===== config.mk =====
export PLATFORM = sky130hd
export DESIGN_NAME = mul_share_scheduler
export DESIGN_NICKNAME = d
export VERILOG_FILES = /design/src/rtl/mul_share_scheduler.sv
export SDC_FILE = /design/constraint.sdc
export NUM_CORES = 1
export LEC_CHECK = 0
export ABC_AREA = 1
export ABC_CLOCK_PERIOD_IN_PS = 1600
export BUFFER_PORTS_ARGS = -buffer_cell sky130_fd_sc_hd__buf_2
export CORE_MARGIN = 10
export CORE_UTILIZATION = 25
export DETAILED_ROUTE_END_ITERATION = 16
export PLACE_DENSITY = 0.46
export SYNTH_ARGS = -nofsm -noshare
export SYNTH_HDL_FRONTEND = slang
export SYNTH_SLANG_ARGS = --single-unit
export TNS_END_PERCENT = 50

===== constraint.sdc =====
create_clock -name i_clk -period 1.6 [get_ports i_clk]
set_input_delay 0.16 -clock i_clk [delete_from_list [all_inputs] [get_ports i_clk]]
set_output_delay 0.16 -clock i_clk [all_outputs]
set_load 0.05 [all_outputs]

===== src/rtl/mul_share_scheduler.sv =====
// Shares one shift-and-add multiplier between two valid/ready requesters (round-robin grant).
// Optional build macro MUL_EARLY_TERM_EN ends the add/shift sequence once the multiplier is zero.
module mul_share_scheduler #(
  parameter int W = 8
) (
  input  logic           i_clk,
  input  logic           i_rst_n,
  input  logic           req0_valid,
  input  logic [W-1:0]   req0_a,
  input  logic [W-1:0]   req0_b,
  output logic           req0_ready,
  input  logic           req1_valid,
  input  logic [W-1:0]   req1_a,
  input  logic [W-1:0]   req1_b,
  output logic           req1_ready,
  output logic           res_valid,
  output logic [2*W-1:0] res_data,
  output logic           res_id,
  input  logic           res_ready,
  output logic           busy,
  output logic [1:0]     o_state
);

  localparam int CW = $clog2(W + 1);

  typedef enum logic [1:0] {
    IDLE = 2'd0,
    CALC = 2'd1,
    DONE = 2'd2
  } state_t;

  state_t         r_state;
  state_t         w_next;
  logic [W-1:0]   r_a;
  logic [2*W-1:0] r_bsh;
  logic [2*W-1:0] r_acc;
  logic [CW-1:0]  r_cnt;
  logic           r_id;
  logic           r_last;

  logic           w_grant0;
  logic           w_grant1;
  logic           w_accept;
  logic           w_exit;

  // On a tie the requester that did not win last time gets the core.
  assign w_grant0 = req0_valid & (~req1_valid | r_last);
  assign w_grant1 = req1_valid & (~req0_valid | ~r_last);
  assign w_accept = (r_state == IDLE) & (w_grant0 | w_grant1);

`ifdef MUL_EARLY_TERM_EN
  assign w_exit = (r_cnt == CW'(W)) | (r_a == '0);
`else
  assign w_exit = (r_cnt == CW'(W));
`endif

  // NOTE: sequential state uses non-blocking (<=) so every flop samples pre-edge values.
  always_ff @(posedge i_clk or negedge i_rst_n) begin
    if (!i_rst_n) r_state <= IDLE;
    else          r_state <= w_next;
  end

  // NOTE: default assignment first so no path leaves w_next unassigned (no latch).
  always_comb begin
    w_next = r_state;
    unique case (r_state)
      IDLE:    if (w_accept) w_next = CALC;
      CALC:    if (w_exit) w_next = DONE;
      DONE:    if (res_ready) w_next = IDLE;
      default: w_next = IDLE;
    endcase
  end

  always_comb begin
    req0_ready = 1'b0;
    req1_ready = 1'b0;
    res_valid  = 1'b0;
    res_data   = '0;
    res_id     = 1'b0;
    busy       = 1'b0;
    o_state    = r_state;
    unique case (r_state)
      IDLE: begin
        req0_ready = w_grant0;
        req1_ready = w_grant1;
      end
      CALC: busy = 1'b1;
      DONE: begin
        busy      = 1'b1;
        res_valid = 1'b1;
        res_data  = r_acc;
        res_id    = r_id;
      end
      default: ;
    endcase
  end

  // Datapath: load on acceptance, one add/shift step per CALC cycle that does not exit.
  always_ff @(posedge i_clk or negedge i_rst_n) begin
    if (!i_rst_n) begin
      r_a    <= '0;
      r_bsh  <= '0;
      r_acc  <= '0;
      r_cnt  <= '0;
      r_id   <= 1'b0;
      r_last <= 1'b1;
    end else if (w_accept) begin
      r_a    <= w_grant1 ? req1_a : req0_a;
      r_bsh  <= {{W{1'b0}}, (w_grant1 ? req1_b : req0_b)};
      r_acc  <= '0;
      r_cnt  <= '0;
      r_id   <= w_grant1;
      r_last <= w_grant1;
    end else if ((r_state == CALC) && !w_exit) begin
      if (r_a[0]) r_acc <= r_acc + r_bsh;
      r_a   <= r_a >> 1;
      r_bsh <= r_bsh << 1;
      r_cnt <= r_cnt + 1'b1;
    end
  end

endmodule


==> flow_summary.ini, run 1 <==
[run_status]
status = finished, violations left
violations = setup timing

[power]
leakage_uw = 0.002645
power.density_nw_per_um2 = 1767
ir_worst_vdd_mv = 1.254

[die]
ioPinCount = 60
num_rows = 41
dieArea_sq_um = 17920
die_x_um = 133.9
die_h_um = 133.9
core_sq_um = 12670
start_util = 0.2558

[drt]
routed_via_density = 4.430
wirelength_mm = 10.48
dr.pass1.iters = 4
remaining_drc_errors = 0
postRouteAntennaNets = 0
vias = 3376
wire_per_inst_um = 13.75
drtIter0Drc = 163

[setup_path]
arrival_ns = 1.54
worstSetupPathType = register to output pin
critPathLaunchType = register
crit_required_ns = 1.44
cp-end-kind = output pin
path_max_fanout = 8

[sta]
finalWorstSetupSlack_ns = -0.1020
hold_ws_ns = 0.1441
setup_viol = 24
skew_ns = 0.003173
max_freq_mhz = 587.5
finalWorstPathRequiredPeriod_ns = 1.702
max_slew_margin = 0.6473
final_hold_viol_count = 0
tightest_slew_ns = 0.5291
tns_ns = -1.552
rsz0062_at_grt = true
maxSlewViolCount = 0
period_share = 1.064

[logic_synthesis]
syn_avg_cell_area_sq_um = 7.014
ys_seq_area_frac = 0.3710
netlist_area_sq_um = 3241
yosysMostFrequentCell = nand2_1
synth_nets = 521
async_reset_ff_frac = 1.000
synth_edf_count = 0
yosysTopAreaCellShare = 0.3629
synth_area_leaders = dfrtp_1 36%, nand2_1 15%, ha_1 8.1%
yosys.area.top_type = dfrtp_1
ys.flop_type = dfrtp_1
synth_seq_cells = 48
netlist_instances = 462
synth_cell_type_count = 33
synth-warning-count = 0
synth_common_cells = 128 x nand2_1, 69 x inv_1, 47 x dfrtp_1, 44 x o21ai_0, 39 x nor2_1

[global_route]
grt-ovfl-total = 0
grt_start_max_net_pins = 21
grt_antenna_before_repair = 0
grt.total_usage = 0.1112
grt_pass1_vias = 3371
grt_pass1_wl_mm = 16.75

[placed_design]
globalplace.congestion = 0.8455
port-buffer-count = 59
hpwlAfterDp_mm = 7.628

[cells_and_area]
drive_gt1_frac = 0.4102
final_nets = 648
area_growth_pct = 58.96
fin_util = 0.4065
antenna_cells = 0

[min_path]
worstHoldPathType = input port to register

[clock_network]
cts_tree = built
clkLatencyLatePin_ns = 0.29
cts_made_buffers = 5
clockRootBuffer = clkbuf_16
cts_num_sinks = 48
clock_path_buffers = 2
cts.htree.levels = 2
path_clk_slew_ns = 0.07

[flow_run]
maxCapViolCount = 0
## flip-flops by register name, indices dropped and copies added, names as in the netlist
| register | count |
|---|---|
| r_a | 8 |
| r_last | 1 |
| o_state | 2 |
| r_acc | 16 |
| r_bsh | 16 |
| r_cnt | 4 |
| r_id | 1 |
## worst paths after layout
check | cells after the start | slack, ns | start | end
setup / recovery | 6 | -0.10 | o_state[1] | res_data[5]
max in group asynchronous | 3 | 0.64 | i_rst_n | o_state[1]
hold reg to reg | 2 | 0.52 | r_id | r_id
setup reg to reg | 10 | -0.07 | r_acc[0] | r_acc[10]
min in group asynchronous | 2 | 0.38 | i_rst_n | r_acc[14]
hold / removal | 3 | 0.14 | req0_a[7] | r_a[7]
## critical path: stages, from the launching register on
cell        delay [ns]
dfrtp_2           0.43
buf_6             0.13
ha_4              0.19
clkbuf_16         0.18
nand2_2           0.08
clkinvlp_4        0.08
buf_8             0.15
## repair_timing
item / 4_1_cts / 5_1_grt
endpoints found under the hold margin: 16 / 0
gates resized for setup: 55 / 90
hold buffers: 1 / 0
endpoints found under the setup margin: 36 / 56
gates cloned: 0 / 3
setup buffers: 4 / 13
pin swaps: 4 / 21
## per-layer routing
layer | vias to the layer above | part of all wire | global-route usage
met2 | 69 | 0.47 | 0.1803
met1 | 1570 | 0.47 | 0.1473
met4 | 0 | 0.0044 | 0.01632
li1 | 1732 | - | -
met5 | - | 0 | 0
met3 | 5 | 0.052 | 0.02987
## power by group
part	internal, uW	switching (uW)
Combinational	2800	3130
Clock	627	481
Sequential	1660	399
## stage by stage
step	worst slack [ns]	cells	total power, uW	cell area [sq um]
2_1_floorplan	-0.05301	462	4888	3391
3_3_place_gp	-0.1476	734	6567	4243
3_5_place_dp	-0.1837	734	6589	4243
4_1_cts	-0.06344	747	8030	4619
5_1_grt	-0.1780	762	9891	5151
6_report	-0.1020	762	9100	5151
## cell usage in the layout (no fill, tap or decap), types with 3 or more instances in the layout
cell type	netlist	layout
nand2_1	128	99
dfrtp_2	0	3
buf_8	0	14
dfrtp_1	47	44
o21bai_1	9	9
inv_2	2	11
inv_1	69	47
buf_2	4	39
nand3_1	29	24
ha_4	0	12
clkbuf_16	0	7
nand2_4	0	11
clkinvlp_4	0	10
a21oi_2	0	7
buf_4	3	59
buf_12	0	4
nand3b_1	4	4
o21ai_0	44	39
o21ai_1	1	6
inv_4	0	3
nor2_1	39	37
a21oi_1	25	18
nand2_2	2	20
ha_1	21	7
nand3_2	1	6
o31ai_1	4	4
or3_4	0	4
buf_6	0	14
## logic make-up (layout without fill, tap and decap cells)
family,after synthesis,after routing,share of synthesized area
buffers and inverters,85,212,0.1035
multiplexers,1,1,0.003475
AND/OR/NAND/NOR,215,215,0.2761
AO/OA/AOI/OAI,88,89,0.1506
adder cells (fa/ha/maj),22,22,0.08726
flip-flops,48,48,0.3710
XOR/XNOR,3,3,0.008110
## final cells by class
| class | instances | area [sq um] |
|---|---|---|
| well taps | 172 | 215.2 |
| multi-input cells | 330 | 2121 |
| inverters | 71 | 311.5 |
| clock buffers | 7 | 142.6 |
| clock inverters | 1 | 8.758 |
| flip-flops and latches | 48 | 1206 |
| repair buffers | 133 | 1146 |
| fillers | 1353 | 7520 |
No activity file was read; power rests on OpenSTA's default activity.
==> run 2, diff against run 1 <==
--- a/config.mk
+++ b/config.mk
@@ -6,12 +6,13 @@
 export NUM_CORES = 1
 export LEC_CHECK = 0
 export ABC_AREA = 1
-export ABC_CLOCK_PERIOD_IN_PS = 1600
+export ABC_CLOCK_PERIOD_IN_PS = 2200
 export BUFFER_PORTS_ARGS = -buffer_cell sky130_fd_sc_hd__buf_2
+export CORE_ASPECT_RATIO = 0.8
 export CORE_MARGIN = 10
 export CORE_UTILIZATION = 25
 export DETAILED_ROUTE_END_ITERATION = 16
-export PLACE_DENSITY = 0.46
+export PLACE_DENSITY = 0.44
 export SYNTH_ARGS = -nofsm -noshare
 export SYNTH_HDL_FRONTEND = slang
 export SYNTH_SLANG_ARGS = --single-unit
==> constraint.sdc (replaced) <==
create_clock -name i_clk -period 2.2 [get_ports i_clk]
set_input_delay 0.22 -clock i_clk [delete_from_list [all_inputs] [get_ports i_clk]]
set_output_delay 0.22 -clock i_clk [all_outputs]
set_load 0.05 [all_outputs]
==> run 2 against run 1 <==
The run ends with hold timing left. Sequential power fell by 29%. Register-to-register slack improved by 0.28 ns. Routed wire length fell by 11%. Largest power group unchanged. First-iteration DRC count rose by 42%. Critical path depth rose by 1. Clock power fell by 30%. Combinational power fell by 56%. Non-clock buffer count fell by 64. Core utilization fell by 9.9 points. Via count fell by 10%. Die area rose by 0.16%. Flip-flop and latch count did not move.
==> flow_summary.ini, run 2 (synthesis gave the netlist of run 1 again) <==
[setup_path]
critPathLaunchType = register
path_max_fanout = 13
path_delay_family = compound AO/OA/AOI/OAI gates
worstSetupPathType = register to register
arrival_ns = 2.16
crit_slowest_cell = dfrtp_1
crit_required_ns = 2.37
slowest_delay_ns = 0.41
crit_chain = inv_1 > ha_1 > o21ai_2 > inv_1 > o21ai_0 > o21ai_0 > mux2_2
cp_num_buf_inv = 2
regToRegSetupSlack_ns = 0.21
cp-end-kind = register

[min_path]
worstHoldPathType = input port to asynchronous set/reset pin

[clock_network]
path_clk_slew_ns = 0.07
clockRootBuffer = clkbuf_16
cts.htree.levels = 2
clkLatencyLatePin_ns = 0.28
post_cts_buffers = 0
cts_made_buffers = 5
post_cts_resize_count = 0
cts_tree = built
cts_num_sinks = 48
ctsHoldBuffers = 0
clock_path_buffers = 2

[power]
p_sw_uw = 2355
leakage_uw = 0.002217
p_clk_frac = 0.160
power.density_nw_per_um2 = 1240
p_seq_frac = 0.300
fin_total_pwr_uw = 4876
p_int_uw = 2521
p_comb_frac = 0.540
p_sw_frac = 0.4830
ir_worst_vdd_mv = 0.4411

[die]
ioPinCount = 60
die_h_um = 121.8
core_sq_um = 12780
num_rows = 37
start_util = 0.2536
dieArea_sq_um = 17950
die_x_um = 147.3

[drt]
drtIter0Drc = 231
remaining_drc_errors = 0
postRouteAntennaNets = 0
wire_per_inst_um = 13.30
vias = 3022
wirelength_mm = 9.311
routed_via_density = 4.317
dr.pass1.iters = 4

[placed_design]
globalplace.congestion = 0.8541
place_ws_ns = 0.1184
hpwlAfterDp_mm = 7.308
port-buffer-count = 59
post-place-cells = 692
placed_area_sq_um = 3779

[sta]
tightest_slew_ns = 0.7057
max_freq_mhz = 503.4
max_slew_margin = 0.5295
hold_ws_ns = -0.02272
period_share = 0.9029
skew_ns = 0.006441
maxSlewViolCount = 0
tns_ns = 0
rsz0062_at_grt = false
setup_viol = 0
finalWorstPathRequiredPeriod_ns = 1.986
finalWorstSetupSlack_ns = 0.2136
final_hold_viol_count = 26

[global_route]
grt_antenna_before_repair = 0
grt_pass1_vias = 3065
grt_pass1_wl_mm = 15.71
grt_start_max_net_pins = 31
grt-ovfl-total = 0
grt.total_usage = 0.1064

[cells_and_area]
final_common_cell = nand2_1
final_cell_mix = 128 x nand2_1, 68 x inv_1, 59 x buf_2, 47 x dfrtp_1, 44 x o21ai_0
fin_cells = 700
final_nets = 583
drive_gt1_frac = 0.1695
final_cell_area_sq_um = 3933
area_growth_pct = 21.35
antenna_cells = 0
reg_top3 = r_acc (16), r_bsh (16), r_a (8)

[run_status]
status = finished, violations left
violations = hold timing

[flow_run]
maxCapViolCount = 0
==> run 2: power by group through the flow <==
stage               Clock, uW  Combinational [uW]  Sequential [uW]
floorplan                   0                1920             1450
global placement            0                2610             1490
detailed placement          0                2640             1480
CTS                       817                2660             1470
global route              852                2980             1510
finish                    782                2630             1460
==> run 2: path summary, 6_finish.rpt <==
| path | from | endpoint | depth (start not counted) |
|---|---|---|---|
| worst max register to register | o_state[0] | r_a[6] | 7 |
| worst min-delay path | i_rst_n | r_a[3] | 1 |
| worst max-delay path | o_state[0] | r_a[6] | 7 |
| worst min register to register | r_id | r_id | 2 |
| min in group i_clk | req0_a[7] | r_a[7] | 3 |
| max in group asynchronous | i_rst_n | r_last | 2 |
==> run 2: cell type report <==
| type | count | area [sq um] |
|---|---|---|
| clock buffers | 7 | 142.6 |
| clock inverters | 1 | 7.507 |
| fillers | 1446 | 8845 |
| inverters | 71 | 270.3 |
| multi-input cells | 329 | 1720 |
| flip-flops and latches | 48 | 1202 |
| well taps | 175 | 219.0 |
| repair buffers | 69 | 370.4 |
==> run 2: stage by stage <==
step,hold slack [ns],util
2_1_floorplan,-0.07559,-
3_3_place_gp,0.3206,0.2957
3_5_place_dp,0.3209,0.2957
4_1_cts,0.01600,0.3075
5_1_grt,0.03660,0.3078
6_report,-0.02272,0.3078
==> run 2: worst register-to-register path, cell delays in order, from the launching register on <==
cell and delay, ns:
dfrtp_1 0.41, inv_1 0.11, ha_1 0.25, o21ai_2 0.27, inv_1 0.33, o21ai_0 0.14
o21ai_0 0.09, mux2_2 0.27
==> run 2: per-layer routing <==
metal | vias to the layer above | share of wire | GRT usage
met1 | 1376 | 0.52 | 0.1449
met3 | 4 | 0.039 | 0.02408
met5 | - | 0 | 0
met4 | 0 | 0.0062 | 0.01854
met2 | 46 | 0.44 | 0.1713
li1 | 1596 | - | -
==> run 3, diff against run 2 <==
--- a/config.mk
+++ b/config.mk
@@ -6,7 +6,7 @@
 export NUM_CORES = 1
 export LEC_CHECK = 0
 export ABC_AREA = 1
-export ABC_CLOCK_PERIOD_IN_PS = 2200
+export ABC_CLOCK_PERIOD_IN_PS = 2000
 export BUFFER_PORTS_ARGS = -buffer_cell sky130_fd_sc_hd__buf_2
 export CORE_ASPECT_RATIO = 0.8
 export CORE_MARGIN = 10
==> constraint.sdc (replaced) <==
create_clock -name i_clk -period 2 [get_ports i_clk]
set_input_delay 0.2 -clock i_clk [delete_from_list [all_inputs] [get_ports i_clk]]
set_output_delay 0.2 -clock i_clk [all_outputs]
set_load 0.05 [all_outputs]
==> run 3 against run 2 <==
Routed wire length rose by 1.4%. Register-to-register slack lost 0.02 ns. Worst hold slack improved by 0.22 ns. Clock power up 8.6%. Sequential share of layout area decreased by 0.64 points. Critical path depth is 2 lower. Largest cell class unchanged. Core utilization rose by 0.72 points. The run now ends clean. Power rose by 13%. Critical endpoint is now res_data[11].
==> flow_summary.ini, run 3 (synthesis gave the netlist of run 1 again) <==
[placed_design]
globalplace.congestion = 0.8283
port-buffer-count = 59
hpwlAfterDp_mm = 7.367

[sta]
setup_viol = 0
max_freq_mhz = 543.3
maxSlewViolCount = 0
rsz0062_at_grt = false
max_slew_margin = 0.6205
final_hold_viol_count = 0
tns_ns = 0
finalWorstPathRequiredPeriod_ns = 1.840
period_share = 0.9202
skew_ns = 0.01036
tightest_slew_ns = 0.5693

[drt]
wirelength_mm = 9.437
wire_per_inst_um = 13.33
remaining_drc_errors = 0
drtIter0Drc = 186
vias = 3022
routed_via_density = 4.268
postRouteAntennaNets = 0
dr.pass1.iters = 4

[setup_path]
path_depth = 5
r2r_end = r_acc[8]
cp_num_buf_inv = 3
r2r-start = r_bsh[0]
crit_required_ns = 1.80
worstRegToRegCells = 10
worstSetupPathType = register to output pin
slowest_delay_ns = 0.43
crit_chain = inv_1 > ha_4 > nand2_1 > clkinvlp_4 > buf_2
worstSetupEndpoint = res_data[11]
crit_slowest_cell = dfrtp_2
path_delay_family = buffers and inverters
critPathLaunchType = register
startpoint = o_state[0]
path_max_fanout = 19
cp-end-kind = output pin
arrival_ns = 1.64
regToRegSetupSlack_ns = 0.19

[cells_and_area]
area_growth_pct = 24.21
fill_cells = 1411
final_nets = 591
reg_top3 = r_acc (16), r_bsh (16), r_a (8)
final_cell_mix = 127 x nand2_1, 67 x inv_1, 59 x buf_2, 45 x dfrtp_1, 44 x o21ai_0
drive_gt1_frac = 0.1895
antenna_cells = 0
final_common_cell = nand2_1

[flow_run]
maxCapViolCount = 0

[power]
p_seq_frac = 0.293
leakage_uw = 0.002255
p_comb_frac = 0.554
ir_worst_vdd_mv = 0.4374
p_clk_frac = 0.154
p_sw_frac = 0.4785
power.density_nw_per_um2 = 1373
p_sw_uw = 2644
p_int_uw = 2882
fin_total_pwr_uw = 5526

[run_status]
status = completed

[global_route]
grt_pass1_vias = 3197
grt.total_usage = 0.1092
grt_start_max_net_pins = 28
grt-ovfl-total = 0
grt_antenna_before_repair = 0
grt_pass1_wl_mm = 16.09

[clock_network]
cts.htree.levels = 2
cts_tree = built
path_clk_slew_ns = 0.07
clock_path_buffers = 2
clkLatencyLatePin_ns = 0.29
clockRootBuffer = clkbuf_16
cts_num_sinks = 48
cts_made_buffers = 5

[die]
core_sq_um = 12780
die_h_um = 121.8
die_x_um = 147.3
dieArea_sq_um = 17950
num_rows = 37
ioPinCount = 60
start_util = 0.2536

[min_path]
worstHoldPathType = input port to register
run 3: area by class of cell:
cell class	instances	area, sq um	area share
clock inverters	1	8.758	0.002176
flip-flops and latches	48	1205	0.2993
clock buffers	7	132.6	0.03295
well taps	175	219.0	0.05440
inverters	71	274.0	0.06808
repair buffers	77	457.9	0.1138
multi-input cells	329	1728	0.4293
run 3: how the worst min path moves through the flow:
stage,endpoint,slack (ns),from,depth (start not counted)
2_1_floorplan,o_state[0],-0.1,i_rst_n,0
5_1_grt,r_a[7],0.20,req0_a[7],3
6_report,r_a[7],0.20,req0_a[7],3
3_3_place_gp,r_a[2],0.23,i_rst_n,1
3_5_place_dp,r_a[2],0.24,i_rst_n,1
4_1_cts,r_a[7],0.19,req0_a[7],3
run 3: worst register-to-register path, cell delays in order, from the launching register on:
cell and delay, ns:
dfrtp_1 0.41, ha_2 0.21, fa_1 0.38, nand2_1 0.10
nand2_1 0.07, and2_1 0.18, nand2_1 0.07, nand3_1 0.10
nand2_1 0.07, nand2_1 0.05, o21ai_1 0.12
run 3: power groups by stage:
stage / clock network, uW / registers, uW / logic (uW)
after global routing: 930 / 1660 / 3490
after CTS: 877 / 1620 / 2990
final: 849 / 1620 / 3060
after detailed placement: 0 / 1640 / 2980
after floorplan: 0 / 1600 / 2120
after global placement: 0 / 1630 / 2940
run 3: metrics by stage:
stage / hold slack (ns) / setup slack [ns] / std cells / cell area, sq um / utilization
2_1_floorplan: -0.09559 / 0.02664 / 462 / 3266 / -
5_1_grt: 0.2043 / 0.006069 / 708 / 4025 / 0.3150
6_report: 0.2017 / 0.1595 / 708 / 4025 / 0.3150
4_1_cts: 0.1862 / 0.1171 / 705 / 3979 / 0.3114
3_3_place_gp: 0.2307 / 0.1410 / 696 / 3827 / 0.2996
3_5_place_dp: 0.2358 / 0.1324 / 696 / 3827 / 0.2996
run 3: metal layers:
layer  routed length, um  track usage
met2                4104       0.1760
met4                  72      0.02163
met3                 382      0.02408
met5                   0            0
met1                4877       0.1480
run 3: what timing repair did:
item,CTS,global route
hold buffers,1,0
resized for setup,0,4
hold endpoints to repair,21,0
endpoints found under the setup margin,0,15
setup buffers,0,3
